$ cat config.mk
export PLATFORM = sky130hd
export DESIGN_NAME = parity_arbiter_ctrl
export DESIGN_NICKNAME = d
export VERILOG_FILES = /design/src/rtl/parity_pkg.sv /design/src/rtl/even_parity4.sv /design/src/rtl/parity_arbiter_ctrl.sv
export SDC_FILE = /design/constraint.sdc
export NUM_CORES = 1
export LEC_CHECK = 0
export CAP_MARGIN = 30
export CORE_ASPECT_RATIO = 1.1
export CORE_MARGIN = 10
export CORE_UTILIZATION = 38
export CTS_CLUSTER_DIAMETER = 120
export DETAILED_ROUTE_END_ITERATION = 10
export DONT_BUFFER_PORTS = 1
export HOLD_SLACK_MARGIN = 0.05
export RECOVER_POWER = 50
export SETUP_SLACK_MARGIN = 0.5
export SYNTH_ARGS = -nofsm -noshare
export SYNTH_HDL_FRONTEND = slang
export SYNTH_SLANG_ARGS = --single-unit
$ cat constraint.sdc
create_clock -name clk -period 2.2 [get_ports clk]
set_input_delay 0.22 -clock clk [delete_from_list [all_inputs] [get_ports clk]]
set_output_delay 0.22 -clock clk [all_outputs]
set_load 0.02 [all_outputs]
$ cat src/rtl/parity_pkg.sv
// Shared types and constants for the two-requester parity arbiter.
package parity_pkg;

  localparam int unsigned NREQ = 2;

  typedef logic req_id_t;

  typedef enum logic [2:0] {
    IDLE    = 3'd0,
    LOAD    = 3'd1,
    EVAL    = 3'd2,
    DONE    = 3'd3,
    RELEASE = 3'd4
  } state_t;

endpackage

$ cat src/rtl/even_parity4.sv
// Combinational 4-bit even-parity generator and checker.
module even_parity4 (
  input  logic [3:0] data,
  input  logic       pin,
  output logic       p_c,
  output logic       e_c
);

  // Parity is the XOR of the nibble; error flags a received bit that disagrees.
  assign p_c = ^data;
  assign e_c = pin ^ p_c;

endmodule

$ cat src/rtl/parity_arbiter_ctrl.sv
// Round-robin controller sharing one even_parity4 between two requesters.
module parity_arbiter_ctrl
  import parity_pkg::*;
#(
  parameter int unsigned CNT_W = 8
) (
  input  logic             clk,
  input  logic             rst_n,
  input  logic             req0,
  input  logic [3:0]       data0,
  input  logic             pin0,
  input  logic             req1,
  input  logic [3:0]       data1,
  input  logic             pin1,
  input  logic             clr,
  output logic [1:0]       gnt,
  output logic             busy,
  output logic             done,
  output logic             done_id,
  output logic             p,
  output logic             e,
  output logic [CNT_W-1:0] err_cnt0,
  output logic [CNT_W-1:0] err_cnt1
);

  state_t            state_q, state_d;
  logic [NREQ-1:0]   gnt_q, gnt_d;
  logic              busy_q, busy_d;
  logic              done_q, done_d;
  req_id_t           done_id_q, done_id_d;
  logic              p_q, p_d;
  logic              e_q, e_d;
  req_id_t           id_q, id_d;
  req_id_t           last_id_q, last_id_d;
  logic [3:0]        opnd_q, opnd_d;
  logic              pin_q, pin_d;
  logic [CNT_W-1:0]  cnt0_q, cnt0_d;
  logic [CNT_W-1:0]  cnt1_q, cnt1_d;

  logic [NREQ-1:0]   req_vec;
  req_id_t           win_id;
  logic              par_p, par_e;

  assign req_vec = {req1, req0};

  // Single shared parity unit, fed only from the captured operand.
  even_parity4 u_parity (
    .data (opnd_q),
    .pin  (pin_q),
    .p_c  (par_p),
    .e_c  (par_e)
  );

  // Round-robin pick: on a tie the requester not served last wins.
  always_comb begin
    win_id = req_id_t'(req1);
    if (req0 && req1) begin
      win_id = ~last_id_q;
    end
  end

  // State register.
  always_ff @(posedge clk or negedge rst_n) begin
    if (!rst_n) begin
      state_q <= IDLE;
    end else begin
      state_q <= state_d;
    end
  end

  // Next-state logic; RELEASE waits for the granted request to drop.
  always_comb begin
    state_d = state_q;
    case (state_q)
      IDLE:    if (|req_vec) state_d = LOAD;
      LOAD:    state_d = EVAL;
      EVAL:    state_d = DONE;
      DONE:    state_d = RELEASE;
      RELEASE: if (!req_vec[id_q]) state_d = IDLE;
      default: state_d = IDLE;
    endcase
  end

  // Output and datapath next values, all registered below.
  always_comb begin
    gnt_d     = gnt_q;
    busy_d    = (state_d != IDLE);
    done_d    = 1'b0;
    done_id_d = done_id_q;
    p_d       = p_q;
    e_d       = e_q;
    id_d      = id_q;
    last_id_d = last_id_q;
    opnd_d    = opnd_q;
    pin_d     = pin_q;
    cnt0_d    = cnt0_q;
    cnt1_d    = cnt1_q;

    case (state_q)
      IDLE: begin
        if (|req_vec) begin
          id_d   = win_id;
          gnt_d  = NREQ'(1) << win_id;
          opnd_d = win_id ? data1 : data0;
          pin_d  = win_id ? pin1 : pin0;
        end
      end
      LOAD: begin
        p_d = par_p;
        e_d = par_e;
      end
      EVAL: begin
        done_d    = 1'b1;
        done_id_d = id_q;
        last_id_d = id_q;
      end
      DONE: begin
        if (e_q) begin
          if (id_q == 1'b0) begin
            if (!(&cnt0_q)) cnt0_d = cnt0_q + CNT_W'(1);
          end else begin
            if (!(&cnt1_q)) cnt1_d = cnt1_q + CNT_W'(1);
          end
        end
      end
      RELEASE: begin
        if (!req_vec[id_q]) gnt_d = '0;
      end
      default: begin
        gnt_d = '0;
      end
    endcase

    // Clear takes priority over a same-cycle increment.
    if (clr) begin
      cnt0_d = '0;
      cnt1_d = '0;
    end
  end

  // Registered outputs and operand/arbitration state.
  always_ff @(posedge clk or negedge rst_n) begin
    if (!rst_n) begin
      gnt_q     <= '0;
      busy_q    <= 1'b0;
      done_q    <= 1'b0;
      done_id_q <= 1'b0;
      p_q       <= 1'b0;
      e_q       <= 1'b0;
      id_q      <= 1'b0;
      last_id_q <= 1'b1;
      opnd_q    <= '0;
      pin_q     <= 1'b0;
      cnt0_q    <= '0;
      cnt1_q    <= '0;
    end else begin
      gnt_q     <= gnt_d;
      busy_q    <= busy_d;
      done_q    <= done_d;
      done_id_q <= done_id_d;
      p_q       <= p_d;
      e_q       <= e_d;
      id_q      <= id_d;
      last_id_q <= last_id_d;
      opnd_q    <= opnd_d;
      pin_q     <= pin_d;
      cnt0_q    <= cnt0_d;
      cnt1_q    <= cnt1_d;
    end
  end

  assign gnt      = gnt_q;
  assign busy     = busy_q;
  assign done     = done_q;
  assign done_id  = done_id_q;
  assign p        = p_q;
  assign e        = e_q;
  assign err_cnt0 = cnt0_q;
  assign err_cnt1 = cnt1_q;

endmodule

# Word-level counts from Yosys, hierarchy flattened
# Index checks and enable logic that the tools add are counted.
[word_totals] ff_bits=33 latch_bits=0 ramBits=0 mem_bits_ro=0 output_inout_bits=23 n_memories=0
[classes] addsub=2 multipliers=0 div=0 magnitude_cmp=1 eq_ne=9 shifts=1 mux=22 n_bitwise=3 reduce_logical=15
[ops] op="$mux W8" count=10
[ops] op="$add A8 B1 Y8 const B" count=2
[ops] op="$reduce_and A8 Y1" count=2
[ops] op="$pmux W3 S5" count=1
[ops] op="$ne A2 B2 Y1 const B" count=5
[ops] op="$reduce_and A4 Y1" count=2
[ops] op="$eq A3 B2 Y1 const B" count=2
[ops] op="$mux W3" count=2
[ops] op="$pmux W2 S3" count=1
[ops] op="$reduce_bool A2 Y1" count=3
[ops] op="$mux W1" count=5
[ops] op="$mux W2" count=2
[ops] op="$mux W4" count=1
[ops] op="$reduce_xor A4 Y1" count=1
[ops] op="$eq A3 B1 Y1 const B" count=1
[ops] op="$eq A3 B3 Y1 const B" count=1
[ops] op="$logic_not A3 Y1" count=1
[ops] op="$reduce_and A3 Y1" count=1
[ops] op="$reduce_bool A3 Y1" count=1
[ops] op="$reduce_or A3 Y1" count=1
[ops] op="$lt A1 B2 Y1 const B" count=1
[ops] op="$not A1 Y1" count=2
[ops] op="$reduce_and A2 Y1" count=1
[ops] op="$reduce_or A2 Y1" count=1
[ops] op="other kinds (3)" count=3

# Longest topological paths before layout
# Gate-level depths: netlist (run 1).
[depth] depth_word=6 depth_mapped=5 mapped_depth_nobuf=5

# By module
# Synthesis (run 1) repeated with hierarchy kept, for this count alone.
[hier_totals] cells_unflattened=155 hier_area_um2=1666.6
[modules_own_cells] module="parity_arbiter_ctrl" n_inst=1 cells_each=151 area_per_inst_um2=1610.3
[modules_own_cells] module="even_parity4" n_inst=1 cells_each=4 area_per_inst_um2=56.3

# Least setup slack after synthesis (run 1)
# No wires, ideal clock.
[synth_path] kind="register to register" startpoint="register cnt0_q[0] (netlist: err_cnt0[0])" endpoint="register cnt0_q[4] (netlist: err_cnt0[4])" setup_ps=125 arrival_ps=1687 required_ps=2075 slack_ps=388 path_stages_with_launch=6 n_path_buf=0 cell_sequence="dfrtp_1 > ha_1 > and4_1 > a211oi_2 > nand4_1 > mux2_2"
[synth_between] elab_chain_cells=6 elab_cells_between_ends=9
[synth_rtl] item="from (decl)" line_no="parity_arbiter_ctrl.sv:37" rtl="logic [CNT_W-1:0] cnt0_q, cnt0_d;"
[synth_rtl] item="from (signal assigned)" line_no="parity_arbiter_ctrl.sv:167" rtl="cnt0_q <= cnt0_d;"
[synth_rtl] item="$add A8 B1 Y8" line_no="parity_arbiter_ctrl.sv:120" rtl="if (!(&cnt0_q)) cnt0_d = cnt0_q + CNT_W'(1);"
[synth_rtl] item="$mux W8" line_no="parity_arbiter_ctrl.sv:120"
[synth_rtl] item="$mux W8" line_no="parity_arbiter_ctrl.sv:119" rtl="if (id_q == 1'b0) begin"
[synth_rtl] item="$mux W8" line_no="parity_arbiter_ctrl.sv:118" rtl="if (e_q) begin"
[synth_rtl] item="$mux W8" line_no="parity_arbiter_ctrl.sv:99" rtl="case (state_q)"
[synth_rtl] item="$mux W8" line_no="parity_arbiter_ctrl.sv:135" rtl="if (clr) begin"
# Several ways; a longest one is shown, not always the timed one. The select of a mux whose other input is x is not followed.
# A chain may end at the register's enable or synchronous reset.

# Worst setup path after layout (run 1)
[layout_path] startpoint="register cnt1_q[0] (netlist: err_cnt1[0])" endpoint="register cnt1_q[6] (netlist: err_cnt1[6])"
[layout_between] elab_chain_cells=6 elab_cells_between_ends=9
[layout_rtl] item="from (decl)" line_no="parity_arbiter_ctrl.sv:38" rtl="logic [CNT_W-1:0] cnt1_q, cnt1_d;"
[layout_rtl] item="from (signal assigned)" line_no="parity_arbiter_ctrl.sv:168" rtl="cnt1_q <= cnt1_d;"
[layout_rtl] item="$add A8 B1 Y8" line_no="parity_arbiter_ctrl.sv:122" rtl="if (!(&cnt1_q)) cnt1_d = cnt1_q + CNT_W'(1);"
[layout_rtl] item="$mux W8" line_no="parity_arbiter_ctrl.sv:122"
[layout_rtl] item="$mux W8" line_no="parity_arbiter_ctrl.sv:119"
[layout_rtl] item="$mux W8" line_no="parity_arbiter_ctrl.sv:118"
[layout_rtl] item="$mux W8" line_no="parity_arbiter_ctrl.sv:99"
[layout_rtl] item="$mux W8" line_no="parity_arbiter_ctrl.sv:135"
# Several ways; a longest one is shown, not always the timed one. The select of a mux whose other input is x is not followed.

==> results of run 1 <==
[worst max-delay path by stage]
stage	start	slack (ps)	depth (start not counted)	endpoint
floorplan	err_cnt0[0]$_DFFE_PN0P_	480	5	err_cnt0[4]$_DFFE_PN0P_
global placement	err_cnt0[0]$_DFFE_PN0P_	390	5	err_cnt0[4]$_DFFE_PN0P_
CTS	err_cnt0[1]$_DFFE_PN0P_	440	5	err_cnt0[4]$_DFFE_PN0P_
global route	err_cnt1[0]$_DFFE_PN0P_	270	5	err_cnt1[6]$_DFFE_PN0P_
detailed placement	state_q[2]$_DFF_PN0_	340	5	err_cnt0[5]$_DFFE_PN0P_
finish	err_cnt1[0]$_DFFE_PN0P_	360	5	err_cnt1[6]$_DFFE_PN0P_
[state kept, by name, indices dropped and copies added, names as in the netlist]
signal	cells
err_cnt0	8
err_cnt1	8
opnd_q	4
state_q	3
gnt	2
busy	1
done	1
done_id	1
e	1
id_q	1
last_id_q	1
p	1
pin_q	1
[power by group]
part           internal, W  total, W  switching [W]
clock network     0.000255  0.000459       0.000204
logic             0.000333  0.000657       0.000324
registers         0.000781   0.00101       0.000227
total              0.00137   0.00212       0.000755
[cell type report]
cell class                      instances  share of cell area, %
Inverter                                5                 0.9759
Clock buffer                            8                  4.684
Timing Repair Buffer                   11                  5.205
Tap cell                               52                  3.383
Sequential cell                        33                  43.14
Multi-Input combinational cell        111                  42.62
[worst reg2reg max path, cell delays in order (launching register included)]
cell	delay, ps
dfrtp_1	560
ha_4	200
nand3_2	60
or4b_4	500
or3_1	330
a21oi_2	120
[per-stage QoR]
stage               worst slack, ps  hold WS [ps]  cells
floorplan                     475.3        -75.59    154
finish                        355.8         100.4    220
detailed placement            341.0        -74.01    203
global placement              386.0        -73.87    203
global route                  267.4         109.1    220
CTS                           441.1         89.72    217
[metal layers]
metal,wire [µm],global-route usage [%]
met1,1468,11.82
met5,0,0
met3,430,6.897
met4,80,5.418
met2,1737,15.41
[logic make-up after synthesis]
| group | Yosys count | share of synthesized area, % |
|---|---|---|
| mux | 14 | 9.098 |
| xor+xnor | 7 | 3.810 |
| buf+inv | 10 | 2.410 |
| fa+ha+maj | 2 | 1.555 |
| simple gates | 58 | 19.91 |
| compound gates | 30 | 11.82 |
| flops | 33 | 51.40 |
[cells in the mapped netlist, drive strengths merged (2+ instances only)]
master | n | area share [%]
o21bai | 2 | 0.93
nor3 | 4 | 1.2
nand4 | 4 | 1.6
a211oi | 3 | 1.7
dfrtp | 32 | 50
nor2 | 15 | 3.5
nand3 | 4 | 1.2
xor2 | 2 | 1.1
xnor2 | 5 | 2.7
nor4 | 4 | 1.6
a31oi | 3 | 1.2
mux2i | 9 | 5.6
nand2 | 8 | 1.9
o21ai | 7 | 2.2
buf | 2 | 0.54
clkbuf | 3 | 0.70
or4b | 2 | 1.5
and3 | 2 | 0.78
nor2b | 5 | 1.9
inv | 5 | 1.2
nand2b | 2 | 0.78
mux2 | 5 | 3.5
ha | 2 | 1.6
a21oi | 9 | 2.8
[timing repair]
action                     in CTS  in global routing
gates cloned                    0                  0
pin swaps                       2                  2
setup endpoints to repair       6                 11
gates resized for setup         8                 10
hold buffers                    3                  0
hold endpoints to repair       47                  0
setup buffers                   3                  3
[placed cells by master, fill, tap and decap left out, drive strengths merged, types with 2 or more instances in the layout]
cell type | synthesis | layout
or4b | 2 | 2
ha | 2 | 2
dlygate4sd3 | 0 | 2
nor4 | 4 | 4
nand2 | 8 | 8
nand3 | 4 | 4
nor2 | 15 | 15
nor3 | 4 | 4
buf | 2 | 9
inv | 5 | 5
xor2 | 2 | 2
and3 | 2 | 2
o21bai | 2 | 2
xnor2 | 5 | 5
mux2 | 5 | 5
dfrtp | 32 | 32
a211oi | 3 | 3
o21ai | 7 | 7
nand2b | 2 | 2
nand4 | 4 | 4
a31oi | 3 | 3
mux2i | 9 | 9
clkbuf | 3 | 8
a21oi | 9 | 9
nor2b | 5 | 5
==> qor.txt, run 1 <==
R2r endpoint = err_cnt1[6]$_DFFE_PN0P_
Final Skew = 3.824 ps
Hold Path Class = in2reg
Global route overflow = 0
WP data required = 2410 ps
P&R area growth vs syn = 19.52%
Fin crit share = 83.83%
Critical path class = reg2reg
MaxCap Viol Count = 0
Largest net degree at the start of global routing = 34
Peak supply drop = 0.5154 mV
Final nets = 184
# fillers = 376
TritonCTS buffer count = 5
CP Buf/Inv Count = 0
CP Cell Sequence = ha_4 -> nand3_2 -> or4b_4 -> or3_1 -> a21oi_2
Port-buffer cells = 0
Worst hold start = clr
DP Area = 1674 µm²
YS warnings = 0
Synth Instances = 154
CP Capture Type = flop
Rows = 24
Fmax = 542.2 MHz
Worst Tran Pin Value = 704.0 ps
Die area = 7240 µm²
Initial antenna violation count = 0
Worst skew pair latency = 280 ps
Synthesized cell area = 1609 µm²
Setup TNS = 0 ps
Sequential fraction of the synthesis area = 51.40%
Syn nets = 171
Global-route usage over all layers = 10.66%
Critical Path Max Stage Delay = 560 ps
Largest buffer count on any clock path = 2
Crit Path Max Fanout = 4
Clock slew at reported path FFs = 60 ps
Post-DRT Antenna Nets = 0
Initial DRT Pass Iterations = 4
Power Density = 1105 nW/µm²
Multi-input logic area = 819.5 µm²
First-pass GRT wire length = 5865 µm
Core area = 4024 µm²
Synth async-reset ratio = 100.0%
Crit start category = flop
Avg Cell Area, Syn = 10.45 µm²
Vias in the first global route = 1195
CP Data Arrival Time = 2050 ps
Final Hold Vio Count = 0
Die width = 82.05 µm
EDFF count, synth = 0
I/O pins = 38
Dominant synthesized flop cell = dfrtp_1
Antenna diode count = 0
TritonCTS clock tree = yes
Share of layout cells above drive strength 1 = 22.62%
Slew HR = 52.97%
Clock sink count = 33
Final wirelength = 3716 µm
Register-to-Register Path Depth = 5
Delay-heaviest family, CP = simple AND/OR/NAND/NOR gates
Final setup fails = 0
Hold Crit Depth = 2
Finished Cell Area = 1923 µm²
Wire per inst = 16.89 µm
Unique masters post-synth = 42
Endpoint, Worst Hold = err_cnt0[3]$_DFFE_PN0P_
Static leakage = 0.7816 nW
Unrepaired setup endpoints after global routing = true
Outcome = completed
Slowest cell on crit path = dfrtp_1
Min Clock Period, post-route = 1844 ps
Root buffer cell = clkbuf_8
R2r startpoint = err_cnt1[0]$_DFFE_PN0P_
Reg2reg setup slack = 360 ps
Placed wire-length estimate = 2629 µm
DIE HEIGHT = 88.25 µm
Initial drt markers = 49
H-tree depth = 2
# DRC = 0
Final design utilization = 47.79%
FF+latch count, synth = 33
GP Congestion = 0.8553
Pwr Total = 0.002125 W
Reg area = 829.5 µm²
Via count = 1240
Initial Utilization = 39.99%
Final slew viol count = 0
Detailed-route vias per instance = 5.636
Power figures use the tool's default switching activity.
==> run 2, diff against run 1 <==
==> constraint.sdc (replaced) <==
create_clock -name clk -period 1.8 [get_ports clk]
set_input_delay 0.18 -clock clk [delete_from_list [all_inputs] [get_ports clk]]
set_output_delay 0.18 -clock clk [all_outputs]
set_load 0.02 [all_outputs]
==> run 2 against run 1 <==
  * Worst hold slack lost 150 ps
  * Largest cell class is now multi-input combinational cells
  * Routed wire length up 17%
  * Global-route usage increased by 1.5 points
  * Die area unchanged
  * Critical path depth decreased by 1
  * Sequential share of layout area down 7.7 points
  * Combinational power increased by 150%
  * The flow now finishes with violations (negative hold slack)
  * Register-to-register slack lost 170 ps
==> qor.txt, run 2 (same netlist as run 1, synthesis figures left out) <==
Outcome = complete, but fails checks
Failing checks = negative hold slack
Vias in the first global route = 1459 (+22%)
Clock slew at reported path FFs = 70 ps (about the same)
Final Skew = 8.271 ps (+4.448 ps)
Antenna diode count = 0 (unchanged)
Largest buffer count on any clock path = 2 (unchanged)
Detailed-route vias per instance = 5.395 (-4.3%)
Setup TNS = 0 ps (unchanged)
DIE HEIGHT = 88.25 µm (unchanged)
Met2 Resource Use GR = 21.33% (+5.9 points)
Power Density = 1493 nW/µm² (+35%)
Slowest cell on crit path = or4b_4
Port-buffer cells = 0 (unchanged)
Root buffer cell = clkbuf_8
CP Cell Sequence = nand4b_1 -> or4b_4 -> or3_1 -> a21oi_2
Finished Cell Area = 2351 µm² (+22%)
DP Area = 1907 µm² (+14%)
Largest net degree at the start of global routing = 34 (unchanged)
Final nets = 217 (+18%)
Delay-heaviest family, CP = simple AND/OR/NAND/NOR gates
Global-route usage over all layers = 12.12% (+1.5 points)
Crit Path Max Fanout = 2 (-2)
GR Layer Usage met3 = 5.578% (-1.3 points)
Global route overflow = 0 (unchanged)
Most common cell after layout, fill and taps aside = buf_4
Initial drt markers = 30 (-39%)
Hold Crit Depth = 1 (-1)
Final slew viol count = 0 (unchanged)
Crit. path cell count = 4 (-1)
I/O pins = 38 (unchanged)
WP data required = 2010 ps (-400 ps)
Die width = 82.05 µm (unchanged)
Die area = 7240 µm² (unchanged)
First-pass GRT wire length = 6851 µm (+17%)
Slew HR = 45.82% (-7.1 points)
Min Clock Period, post-route = 1616 ps (-228.0 ps)
Initial antenna violation count = 0 (unchanged)
Met1 global-route usage = 11.81% (-0.018 points)
Via count = 1365 (+10%)
Share of layout cells above drive strength 1 = 44.78% (+22 points)
CP Buf/Inv Count = 0 (unchanged)
Wire per inst = 17.20 µm (+1.8%)
Placed wire-length estimate = 2988 µm (+14%)
Hold Path Class = in2reg
Core area = 4024 µm² (unchanged)
Static leakage = 0.9980 nW (+28%)
Critical Path Max Stage Delay = 510 ps (-50 ps)
Fin crit share = 89.79% (+6.0 points)
Crit start category = flop
# DRC = 0 (unchanged)
Pre-CTS WS = 100.5 ps (-240.5 ps)
Rows = 24 (unchanged)
Final setup fails = 0 (unchanged)
TritonCTS buffer count = 5 (unchanged)
Critical path class = reg2reg
MaxCap Viol Count = 0 (unchanged)
GP Congestion = 0.8096 (-5.3%)
GR peak layer = met2
Hold WS = -50.60 ps (-151.0 ps)
Initial Utilization = 39.99% (unchanged)
P&R area growth vs syn = 46.11%
CP Capture Type = flop
Most frequent cells in the layout = buf_4 (30), dfrtp_1 (28), nor2_1 (10), mux2i_1 (8), nand2_1 (8)
Final wirelength = 4352 µm (+17%)
Unrepaired setup endpoints after global routing = true
Register-to-Register Path Depth = 4 (-1)
Worst skew pair latency = 280 ps (about the same)
Clock sink count = 33 (unchanged)
Fin worst setup slack = 183.7 ps (-172.0 ps)
Initial DRT Pass Iterations = 4 (unchanged)
Worst Tran Pin Value = 812.7 ps (+108.7 ps)
Post-DRT Antenna Nets = 0 (unchanged)
Peak supply drop = 0.9695 mV (+88%)
H-tree depth = 2 (unchanged)
Hold_buf cts = 2 (-1)
CP Data Arrival Time = 1830 ps (-220 ps)
Final Hold Vio Count = 14 (+14)
Fmax = 618.7 MHz (+14%)
TritonCTS clock tree = yes
==> run 2: final timing paths <==
check / slack [ps] / end / start
min: -50 / err_cnt1[6]$_DFFE_PN0P_ / clr
min in group asynchronous: 530 / done$_DFF_PN0_ / rst_n
min reg2reg: 570 / opnd_q[2]$_DFFE_PN0P_ / opnd_q[2]$_DFFE_PN0P_
max in group asynchronous: 690 / err_cnt1[1]$_DFFE_PN0P_ / rst_n
max: 180 / err_cnt1[6]$_DFFE_PN0P_ / state_q[2]$_DFF_PN0_
max reg2reg: 180 / err_cnt1[6]$_DFFE_PN0P_ / state_q[2]$_DFF_PN0_
==> run 2: power by group <==
part	leakage, nW	switching [W]	internal (W)
Sequential	0.419	0.000237	0.000952
Combinational	0.521	0.000723	0.000887
Clock	0.0585	0.000260	0.000451
==> run 2: cell type report <==
type	instances	area, µm²
timing repair buffer	44	349.1
inverter	5	18.77
tap	52	65.06
multi-input combinational	111	969.7
clock inverter	1	30.03
fill	365	1673
clock buffer	7	86.33
sequential	33	832.0
==> run 2: repair_timing <==
item,CTS,global route
endpoints found under the setup margin,26,27
endpoints found under the hold margin,48,14
cloned,1,0
pin swaps,5,8
buffers inserted,12,5
resized for setup,22,27
==> run 2: stage by stage <==
stage	total power [W]	hold WS, ps	instances	utilization (%)
6_report	0.003510	-50.60	253	58.43
3_3_place_gp	0.002070	-114.3	225	47.39
4_1_cts	0.003236	-56.19	248	55.69
3_5_place_dp	0.002111	-114.2	225	47.39
2_1_floorplan	0.001864	-115.6	154	-
5_1_grt	0.003727	-64.37	253	58.43
==> run 2: layer usage <==
layer,part of all wire (%),wire length (µm)
met5,0,0
met4,1.7,72
met3,7.8,341
met2,55,2380
met1,36,1557
==> run 3, diff against run 2 <==
==> constraint.sdc (replaced) <==
create_clock -name clk -period 1.38 [get_ports clk]
set_input_delay 0.138 -clock clk [delete_from_list [all_inputs] [get_ports clk]]
set_output_delay 0.138 -clock clk [all_outputs]
set_load 0.02 [all_outputs]
==> run 3 against run 2 <==
  * The run ends with negative hold slack, negative setup slack left
  * Core utilization grew 9.0 points
  * Clock power grew 11%
  * Critical path depth is the same
  * Worst setup slack lost 410 ps
  * Sequential power grew 33%
  * Global-route usage grew 1.2 points
  * Clock-buffer cell count is the same
  * Register-to-register slack lost 410 ps
  * Critical path type unchanged
==> qor.txt, run 3 (same netlist as run 1, synthesis figures left out) <==
Outcome = complete, but fails checks
Failing checks = negative hold slack, negative setup slack
Finished Cell Area = 2713 µm² (+15%)
Root buffer cell = clkbuf_8
Initial drt markers = 37 (+23%)
Hold WS = -453.6 ps (-403.0 ps)
Power Density = 1910 nW/µm² (+28%)
Share of layout cells above drive strength 1 = 58.74% (+14 points)
Setup TNS = -2898 ps (-2898 ps)
Largest buffer count on any clock path = 2 (unchanged)
WP data required = 1600 ps (-410 ps)
Static leakage = 1.148 nW (+15%)
Critical path class = reg2reg
Detailed-route vias per instance = 5.349 (-0.86%)
H-tree depth = 2 (unchanged)
Net switching fraction of the power = 34.58% (-0.19 points)
I/O pins = 38 (unchanged)
Most frequent cells in the layout = buf_6 (38), buf_4 (27), dfrtp_1 (21), dfrtp_2 (11), nor2_1 (10)
Final Skew = 5.239 ps (-3.032 ps)
Comb power frac = 54.2% (+8.3 points)
Reg2reg setup slack = -230 ps (-410 ps)
Unrepaired setup endpoints after global routing = true
Worst Tran Pin Value = 368.9 ps (-443.8 ps)
TritonCTS buffer count = 5 (unchanged)
Via count = 1471 (+7.8%)
CP Data Arrival Time = 1820 ps (about the same)
Final slew viol count = 0 (unchanged)
Initial DRT Pass Iterations = 6 (+2)
Initial Utilization = 39.99% (unchanged)
Register-to-Register Path Depth = 4 (unchanged)
Post-DRT Antenna Nets = 0 (unchanged)
R2r endpoint = err_cnt1[6]$_DFFE_PN0P_
Final nets = 239 (+10%)
Most common cell after layout, fill and taps aside = buf_6
Placed wire-length estimate = 3067 µm (+2.6%)
Fin crit share = 116.4% (+27 points)
First-pass GRT wire length = 7617 µm (+11%)
Pwr Total = 0.005180 W (+48%)
Hold Path Class = in2async
Fin worst setup slack = -226.9 ps (-410.6 ps)
Peak supply drop = 1.428 mV (+47%)
Die area = 7240 µm² (unchanged)
MaxCap Viol Count = 0 (unchanged)
Cell internal pwr = 0.003389 W (+48%)
Min Clock Period, post-route = 1607 ps (-9.394 ps)
CP Capture Type = flop
Initial antenna violation count = 0 (unchanged)
Wire per inst = 16.80 µm (-2.3%)
Largest net degree at the start of global routing = 34 (unchanged)
P&R area growth vs syn = 68.58%
Sequential Power Share = 30.5% (-3.4 points)
Antenna diode count = 0 (unchanged)
Final setup fails = 27 (+27)
TritonCTS clock tree = yes
Worst skew pair latency = 280 ps (about the same)
Core area = 4024 µm² (unchanged)
Crit Path Max Fanout = 2 (unchanged)
Global route overflow = 0 (unchanged)
Clock network power share = 15.3% (-5.0 points)
Final Hold Vio Count = 47 (+33)
DP Area = 2051 µm² (+7.5%)
Die width = 82.05 µm (unchanged)
Port-buffer cells = 0 (unchanged)
Rows = 24 (unchanged)
Global-route usage over all layers = 13.30% (+1.2 points)
Clock slew at reported path FFs = 60 ps (about the same)
R2r startpoint = state_q[2]$_DFF_PN0_
Switching Power = 0.001791 W (+47%)
Slew HR = 75.30% (+29 points)
Final wirelength = 4620 µm (+6.2%)
Vias in the first global route = 1598 (+9.5%)
Clock sink count = 33 (unchanged)
# DRC = 0 (unchanged)
Crit start category = flop
DIE HEIGHT = 88.25 µm (unchanged)
Fmax = 622.3 MHz (+0.58%)
GP Congestion = 0.8231 (+1.7%)
==> run 3: cell types whose count changed in the layout (fill, tap and decap cells not counted), moves of 3 or more <==
cell / before / now
buf_4: 30 / 27
buf_6: 7 / 38
clkbuf_1: 5 / 0
dfrtp_1: 28 / 21
dfrtp_2: 4 / 11
o21ai_0: 3 / 0
==> run 3: cell type report <==
cell class	count	area [µm²]
clock buffer	7	96.34
tap	52	65.06
sequential	33	840.8
fill	299	1311
clock inverter	1	5.005
multi-input combinational	111	1036
inverter	5	18.77
timing repair buffer	66	650.6
==> run 3: how the worst max path moves through the flow <==
stage / start / to / slack, ps / cells after the start
floorplan: err_cnt1[0]$_DFFE_PN0P_ / err_cnt1[6]$_DFFE_PN0P_ / -280 / 5
global placement: state_q[2]$_DFF_PN0_ / err_cnt1[6]$_DFFE_PN0P_ / -220 / 4
detailed placement: state_q[2]$_DFF_PN0_ / err_cnt1[6]$_DFFE_PN0P_ / -260 / 4
CTS: err_cnt1[1]$_DFFE_PN0P_ / err_cnt1[6]$_DFFE_PN0P_ / -230 / 5
global route: state_q[2]$_DFF_PN0_ / err_cnt1[6]$_DFFE_PN0P_ / -310 / 4
finish: state_q[2]$_DFF_PN0_ / err_cnt1[6]$_DFFE_PN0P_ / -230 / 4
==> run 3: what timing repair did <==
item,4_1_cts,5_1_grt
gates cloned,1,0
buffers inserted,15,8
setup endpoints to repair,56,56
gates resized for setup,66,30
pin swaps,18,10
endpoints found under the hold margin,48,48
==> run 3: power groups by stage <==
stage	sequential [W]	combinational [W]	clock, W
final	0.00158	0.00281	0.000792
after detailed placement	0.00154	0.00147	0
after global routing	0.00161	0.00300	0.000859
after CTS	0.00157	0.00237	0.000812
after global placement	0.00152	0.00144	0
after floorplan	0.00156	0.000939	0
==> run 3: metal layers <==
layer  part of all wire (%)  vias to the layer above  wire length, µm  GRT usage (%)
li1                       -                      696                -              -
met1                     38                      733             1759          14.20
met2                     54                       33             2490          23.47
met3                    6.5                        9              302          3.955
met4                    1.5                        0               68          6.037
met5                      0                        -                0              0
==> run 3: stage by stage <==
| step | setup WS [ps] | instances | utilization [%] | hold slack, ps |
|---|---|---|---|---|
| after floorplan | -279.9 | 154 | - | -157.6 |
| after global placement | -217.2 | 243 | 50.96 | -156.4 |
| after detailed placement | -259.6 | 243 | 50.96 | -156.2 |
| after CTS | -234.3 | 267 | 62.87 | -463.8 |
| after global routing | -305.5 | 275 | 67.41 | -470.2 |
| final | -226.9 | 275 | 67.41 | -453.6 |
==> run 3: critical path, cell delays in order (launching register included) <==
cell	delay, ps
dfrtp_1	380
nand4b_1	220
or4b_4	510
or3_1	330
a21oi_2	120
